## config.mk

```make
export PLATFORM = sky130hd
export DESIGN_NAME = fifo_uart_tx_flat
export DESIGN_NICKNAME = d
export VERILOG_FILES = /design/src/rtl/fifo_uart_tx_if.sv /design/src/rtl/fifo_uart_tx.sv /design/src/flat_wrapper.sv
export SDC_FILE = /design/constraint.sdc
export NUM_CORES = 1
export LEC_CHECK = 0
export BUFFER_PORTS_ARGS = -buffer_cell sky130_fd_sc_hd__buf_2
export CAP_MARGIN = 5
export CORE_UTILIZATION = 55
export CTS_CLUSTER_DIAMETER = 50
export DETAILED_ROUTE_END_ITERATION = 10
export GPL_ROUTABILITY_DRIVEN = 1
export PLACE_DENSITY = 0.73
export SETUP_SLACK_MARGIN = 0.2
export SYNTH_ARGS = -nofsm -noshare
export SYNTH_HDL_FRONTEND = slang
export SYNTH_SLANG_ARGS = --single-unit
```

## constraint.sdc

```tcl
create_clock -name clk -period 2.2 [get_ports clk]
set_clock_uncertainty 0.15 [all_clocks]
set_input_delay 0.33 -clock clk [delete_from_list [all_inputs] [get_ports clk]]
set_output_delay 0.33 -clock clk [all_outputs]
set_load 0.05 [all_outputs]
```

## src/rtl/fifo_uart_tx_if.sv

```systemverilog
// FIFO read-side handshake between an upstream FIFO and the UART transmitter.
// master = transmitter (consumes words), slave = FIFO (supplies words).
interface fifo_uart_tx_if #(
    parameter int DATA_WIDTH = 8
);
    logic [DATA_WIDTH-1:0] fifo_data_in;
    logic                  fifo_empty;
    logic                  fifo_read_ins;

    modport master (
        input  fifo_data_in,
        input  fifo_empty,
        output fifo_read_ins
    );

    modport slave (
        output fifo_data_in,
        output fifo_empty,
        input  fifo_read_ins
    );
endinterface

```

## src/rtl/fifo_uart_tx.sv

```systemverilog
// UART transmitter that pops words from an upstream FIFO and serialises them LSB first.
// Define UART_TX_PARITY_EN to append an even-parity bit after the payload.
module fifo_uart_tx #(
    parameter int BAUD_DIV   = 434,
    parameter int DATA_WIDTH = 8,
    parameter int STOP_BITS  = 1
) (
    input  logic           clk,
    input  logic           rst_n,
    fifo_uart_tx_if.master fifo,
    input  logic           enable,
    output logic           tx,
    output logic           busy,
    output logic           frame_done
);

    localparam int BAUD_W = $clog2(BAUD_DIV);
    localparam int BIT_W  = $clog2(DATA_WIDTH + 1);

    localparam logic [BAUD_W-1:0] BAUD_LAST = BAUD_W'(BAUD_DIV - 1);
    localparam logic [BIT_W-1:0]  DATA_LAST = BIT_W'(DATA_WIDTH - 1);
    localparam logic [BIT_W-1:0]  STOP_LAST = BIT_W'(STOP_BITS - 1);

    typedef enum logic [2:0] {
        IDLE,
        START,
        DATA,
`ifdef UART_TX_PARITY_EN
        PARITY,
`endif
        STOP
    } state_t;

    state_t                state_reg, state_next;
    logic [BAUD_W-1:0]     baud_reg, baud_next;
    logic [BIT_W-1:0]      bit_cnt_reg, bit_cnt_next;
    logic [DATA_WIDTH-1:0] shift_reg, shift_next;
    logic                  tx_reg, tx_next;
    logic                  busy_reg, busy_next;
    logic                  read_reg, read_next;
    logic                  done_reg, done_next;
`ifdef UART_TX_PARITY_EN
    logic                  parity_reg, parity_next;
`endif

    logic bit_end;
    logic start_frame;
    logic data_last;
    logic stop_last;

    assign bit_end     = (baud_reg == BAUD_LAST);
    assign start_frame = enable && !fifo.fifo_empty;
    assign data_last   = bit_end && (bit_cnt_reg == DATA_LAST);
    assign stop_last   = bit_end && (bit_cnt_reg == STOP_LAST);

    // State and datapath registers; reset acts immediately, even mid-frame
    always_ff @(posedge clk or negedge rst_n) begin
        if (!rst_n) begin
            state_reg   <= IDLE;
            baud_reg    <= '0;
            bit_cnt_reg <= '0;
            shift_reg   <= '0;
            tx_reg      <= 1'b1;
            busy_reg    <= 1'b0;
            read_reg    <= 1'b0;
            done_reg    <= 1'b0;
`ifdef UART_TX_PARITY_EN
            parity_reg  <= 1'b0;
`endif
        end else begin
            state_reg   <= state_next;
            baud_reg    <= baud_next;
            bit_cnt_reg <= bit_cnt_next;
            shift_reg   <= shift_next;
            tx_reg      <= tx_next;
            busy_reg    <= busy_next;
            read_reg    <= read_next;
            done_reg    <= done_next;
`ifdef UART_TX_PARITY_EN
            parity_reg  <= parity_next;
`endif
        end
    end

    always_comb begin
        state_next = state_reg;
        case (state_reg)
            IDLE:   if (start_frame) state_next = START;
            START:  if (bit_end) state_next = DATA;
`ifdef UART_TX_PARITY_EN
            DATA:   if (data_last) state_next = PARITY;
            PARITY: if (bit_end) state_next = STOP;
`else
            DATA:   if (data_last) state_next = STOP;
`endif
            STOP:   if (stop_last) state_next = IDLE;
            default: state_next = IDLE;
        endcase
    end

    // Next values for every registered output; the baud counter wraps on each bit boundary
    always_comb begin
        baud_next    = bit_end ? '0 : baud_reg + 1'b1;
        bit_cnt_next = bit_cnt_reg;
        shift_next   = shift_reg;
        tx_next      = tx_reg;
        busy_next    = busy_reg;
        read_next    = 1'b0;
        done_next    = 1'b0;
`ifdef UART_TX_PARITY_EN
        parity_next  = parity_reg;
`endif
        case (state_reg)
            IDLE: begin
                baud_next    = '0;
                bit_cnt_next = '0;
                if (start_frame) begin
                    shift_next  = fifo.fifo_data_in;
                    tx_next     = 1'b0;
                    busy_next   = 1'b1;
                    read_next   = 1'b1;
`ifdef UART_TX_PARITY_EN
                    parity_next = ^fifo.fifo_data_in;
`endif
                end
            end
            START: begin
                if (bit_end) begin
                    tx_next      = shift_reg[0];
                    bit_cnt_next = '0;
                end
            end
            DATA: begin
                if (data_last) begin
                    bit_cnt_next = '0;
`ifdef UART_TX_PARITY_EN
                    tx_next      = parity_reg;
`else
                    tx_next      = 1'b1;
`endif
                end else if (bit_end) begin
                    shift_next   = shift_reg >> 1;
                    tx_next      = shift_next[0];
                    bit_cnt_next = bit_cnt_reg + 1'b1;
                end
            end
`ifdef UART_TX_PARITY_EN
            PARITY: begin
                if (bit_end) begin
                    tx_next      = 1'b1;
                    bit_cnt_next = '0;
                end
            end
`endif
            STOP: begin
                if (stop_last) begin
                    busy_next    = 1'b0;
                    done_next    = 1'b1;
                    bit_cnt_next = '0;
                end else if (bit_end) begin
                    bit_cnt_next = bit_cnt_reg + 1'b1;
                end
            end
            default: begin
                baud_next = '0;
            end
        endcase
    end

    assign tx                 = tx_reg;
    assign busy               = busy_reg;
    assign frame_done         = done_reg;
    assign fifo.fifo_read_ins = read_reg;

endmodule
```

## src/flat_wrapper.sv

```systemverilog
// flat-port wrapper written by rule: the top's interface ports become plain ports
module fifo_uart_tx_flat 
#(
    parameter int BAUD_DIV   = 434,
    parameter int DATA_WIDTH = 8,
    parameter int STOP_BITS  = 1
)
  (clk, rst_n, enable, tx, busy, frame_done, fifo_fifo_data_in, fifo_fifo_empty, fifo_fifo_read_ins);
  fifo_uart_tx_if #(.DATA_WIDTH(DATA_WIDTH)) fifo_i ();
  input  logic clk;
  input  logic rst_n;
  input  logic enable;
  output logic tx;
  output logic busy;
  output logic frame_done;
  input wire logic [$bits(fifo_i.fifo_data_in)-1:0] fifo_fifo_data_in;
  input wire logic [$bits(fifo_i.fifo_empty)-1:0] fifo_fifo_empty;
  output wire logic [$bits(fifo_i.fifo_read_ins)-1:0] fifo_fifo_read_ins;
  assign fifo_i.fifo_data_in = fifo_fifo_data_in;
  assign fifo_i.fifo_empty = fifo_fifo_empty;
  assign fifo_fifo_read_ins = fifo_i.fifo_read_ins;
  fifo_uart_tx #(.BAUD_DIV(BAUD_DIV), .DATA_WIDTH(DATA_WIDTH), .STOP_BITS(STOP_BITS)) u_core (.clk(clk), .rst_n(rst_n), .fifo(fifo_i), .enable(enable), .tx(tx), .busy(busy), .frame_done(frame_done));
endmodule
```

==> impl_metrics.toml <==
[outcome]
status = "completed"

[yosys]
synthesis.area_mm2 = 0.00151
syn_nets = 171
synthFlopType = "dfrtp_1"
synth-seq-cells = 27
synthXorXnorAreaFrac = 0.0406
synth_top_family_by_area = "simple AND/OR/NAND/NOR gates"
ys_types = 43
synth_compound_area_frac = 0.161
yosysSeqAreaShare = 0.448
synth-async-reset-ratio = 1.00
netlist_instances = 150
yosys.area_share.adder = 0.0745
synthMuxAreaShare = 0.0712
synth_edf_count = 0
ys_warn_count = 0
syn-mean-instance-area_um2 = 10.1
synthSimpleGateAreaFrac = 0.162

[drt]
dr_total_vias = 1125
drc = 0
viasPerCell = 5.68
drt_first_iter_violations = 16
drtAntennaViolNets = 0
drtPass1Iterations = 4
routed_wl_um = 2780
wl_per_cell_um = 14.0

[timing]
rsz0062_at_grt = "false"
fmax_ghz = 0.530
drv_slew = 0
fin_ws_ps = 313
period_minus_slack_ps = 1890
slew_headroom = 0.602
setup_viol = 0
setup-tns-final_ps = 0
min_period_over_period = 0.858
hold_viol_final = 0
tightest_slew_ps = 597

[global_routing]
grt_max_degree = 28
grt_pass1_wl_um = 4540
track_usage = 0.215
first_global_vias = 1042
grt-ovfl-total = 0
antenna_found_initial = 0

[setup_path]
rr_worst_depth = 5
regToRegSetupSlack_ps = 310
cp.required_ps = 2270
path_max_fanout = 8
path_cells = "inv_1, ha_2, nor3_1, mux2_2, a22o_1"
cp_slowest_cell = "dfrtp_1"
regToRegStartpoint = "u_core.state_reg[0]"
path_class = "register to register"
cp-end-kind = "register"
start_kind = "register"
crit_path_max_incr_delay_ps = 430
r2r_end = "u_core.bit_cnt_reg[1]"
worstPathArrival_ps = 1950

[pwr]
powerDensity_mw_per_mm2 = 1150
vdd_drop_max_mv = 0.864
power.internal_w = 0.00112
power_frac_comb = 0.504
sequentialPowerShare = 0.387
clockPowerShare = 0.109
finalPower_w = 0.00191
switching_share = 0.414
p_sw_w = 0.000790
p_leak_nw = 0.739

[clock_tree]
cts_buffers = 3
clockRootBuffer = "clkbuf_4"
cts_max_level = 1
cts_setup_buffers = 0
cts_tree = "yes"
cts.sinks = 27
clockBufferDepth = 2
clk-insertion-delay-late_ps = 310
path_clk_slew_ps = 140

[finish]
diodes = 0
drive_gt1_frac = 0.250
largest_reg_flops = 9
fillCellCount = 224
layout.nets = 190
synthToLayoutAreaGrowth_pct = 10.2

[floorplanning]
core_area_mm2 = 0.00254
start_util = 0.594
fp.dieArea_mm2 = 0.00296
die_x_um = 54.4
ios = 16
die_height_um = 54.4
rows = 18

[hold_path]
min_from = "enable"
hold-path-endpoint = "u_core.fifo.fifo_read_ins"
hold_path.class = "input port to register"
whs_path_depth = 3

[placed_design]
dp_slack_ps = 254
place_hpwl_um = 2070
port_buffers = 15
gp_congestion = 0.799

[job]
maxCapViolations = 0
==> metal layers <==
metal | GRT usage | up-vias | routed length [um] | part of all wire
met5 | 0 | - | 0 | 0
met4 | 0.0769 | 0 | 19 | 0.0068
met3 | 0.0306 | 2 | 87 | 0.031
met2 | 0.352 | 18 | 1380 | 0.50
met1 | 0.288 | 553 | 1300 | 0.47
li1 | - | 552 | - | -
==> critical path: cells and delay by family, from the launching register on <==
kind                     cells  cell delay [ps]
flip-flops                   1              430
multiplexers                 1              410
adder cells (fa/ha/maj)      1              250
AO/OA/AOI/OAI                1              240
AND/OR/NAND/NOR              1              210
buffers and inverters        1              100
==> logic make-up (layout without fill, tap and decap cells) <==
family                   count (synthesis)  after routing
adder cells (fa/ha/maj)                  9              9
AND/OR/NAND/NOR                         48             48
multiplexers                            10             10
flip-flops                              27             27
AO/OA/AOI/OAI                           34             34
XOR/XNOR                                 7              7
buffers and inverters                   15             33
==> cells in the final DEF, fill, tap and decap left out, drive strengths merged, types with 2 or more instances in the layout <==
cell type  count
xnor2          5
nand2         10
mux2           3
nand4          2
dfrtp         26
clkbuf         4
nand3          5
and2           2
o211ai         2
nor2          20
o21ai          7
xor2           2
mux2i          7
ha             9
nand2b         2
a21oi         17
buf           18
inv           10
==> area by class of cell <==
| cell class | count | area (um^2) | area share |
|---|---|---|---|
| well taps | 30 | 37.5 | 0.0225 |
| flip-flops and latches | 27 | 677 | 0.406 |
| clock buffers | 4 | 26.3 | 0.0158 |
| repair buffers | 19 | 108 | 0.0646 |
| inverters | 10 | 37.5 | 0.0225 |
| multi-input cells | 108 | 779 | 0.468 |
==> timing repair <==
item | CTS | global route
resized for setup | 0 | 4
hold buffers | 1 | 0
endpoints found under the setup margin | 0 | 11
endpoints found under the hold margin | 26 | 0
==> cell usage after synthesis, types with 2 or more instances <==
cell | count | area, um^2
mux2i_1 | 7 | 70.1
a21oi_1 | 10 | 50.1
ha_1 | 9 | 113
inv_1 | 10 | 37.5
nor2_1 | 20 | 75.1
dfrtp_1 | 26 | 651
nand2b_1 | 2 | 12.5
xnor2_1 | 5 | 43.8
xor2_1 | 2 | 17.5
o21ai_0 | 5 | 25.0
and2_1 | 2 | 12.5
nand3_1 | 5 | 25.0
nand2_1 | 9 | 33.8
a21oi_2 | 7 | 61.3
nand4_1 | 2 | 12.5
clkbuf_1 | 2 | 7.51
==> worst max-delay path by stage <==
stage          slack [ps]               endpoint  cells past startpoint                 from
6_report              310  u_core.bit_cnt_reg[1]                      5  u_core.state_reg[0]
2_1_floorplan         380  u_core.bit_cnt_reg[1]                      6  u_core.state_reg[0]
5_1_grt               230    u_core.state_reg[1]                      7   u_core.baud_reg[1]
3_5_place_dp          250              u_core.tx                      6  u_core.state_reg[0]
4_1_cts               240              u_core.tx                      6  u_core.state_reg[0]
3_3_place_gp          290    u_core.state_reg[1]                      5   u_core.baud_reg[2]
==> power groups by stage <==
stage	Sequential, W	Clock [W]	Combinational (W)
global placement	0.000735	0	0.000921
detailed placement	0.000748	0	0.000950
CTS	0.000738	0.000219	0.000958
finish	0.000739	0.000207	0.000964
floorplan	0.000747	0	0.000749
global route	0.000758	0.000232	0.00106
==> stage by stage <==
step                       util  hold WS [ps]  area, um^2  instances
after global placement    0.636           216        1620        193
after global routing      0.654           126        1670        198
after CTS                 0.650           115        1660        198
after floorplan               -          -116        1510        150
after detailed placement  0.636           221        1620        193
final                     0.654           130        1670        198
Power figures use the tool's default switching activity.
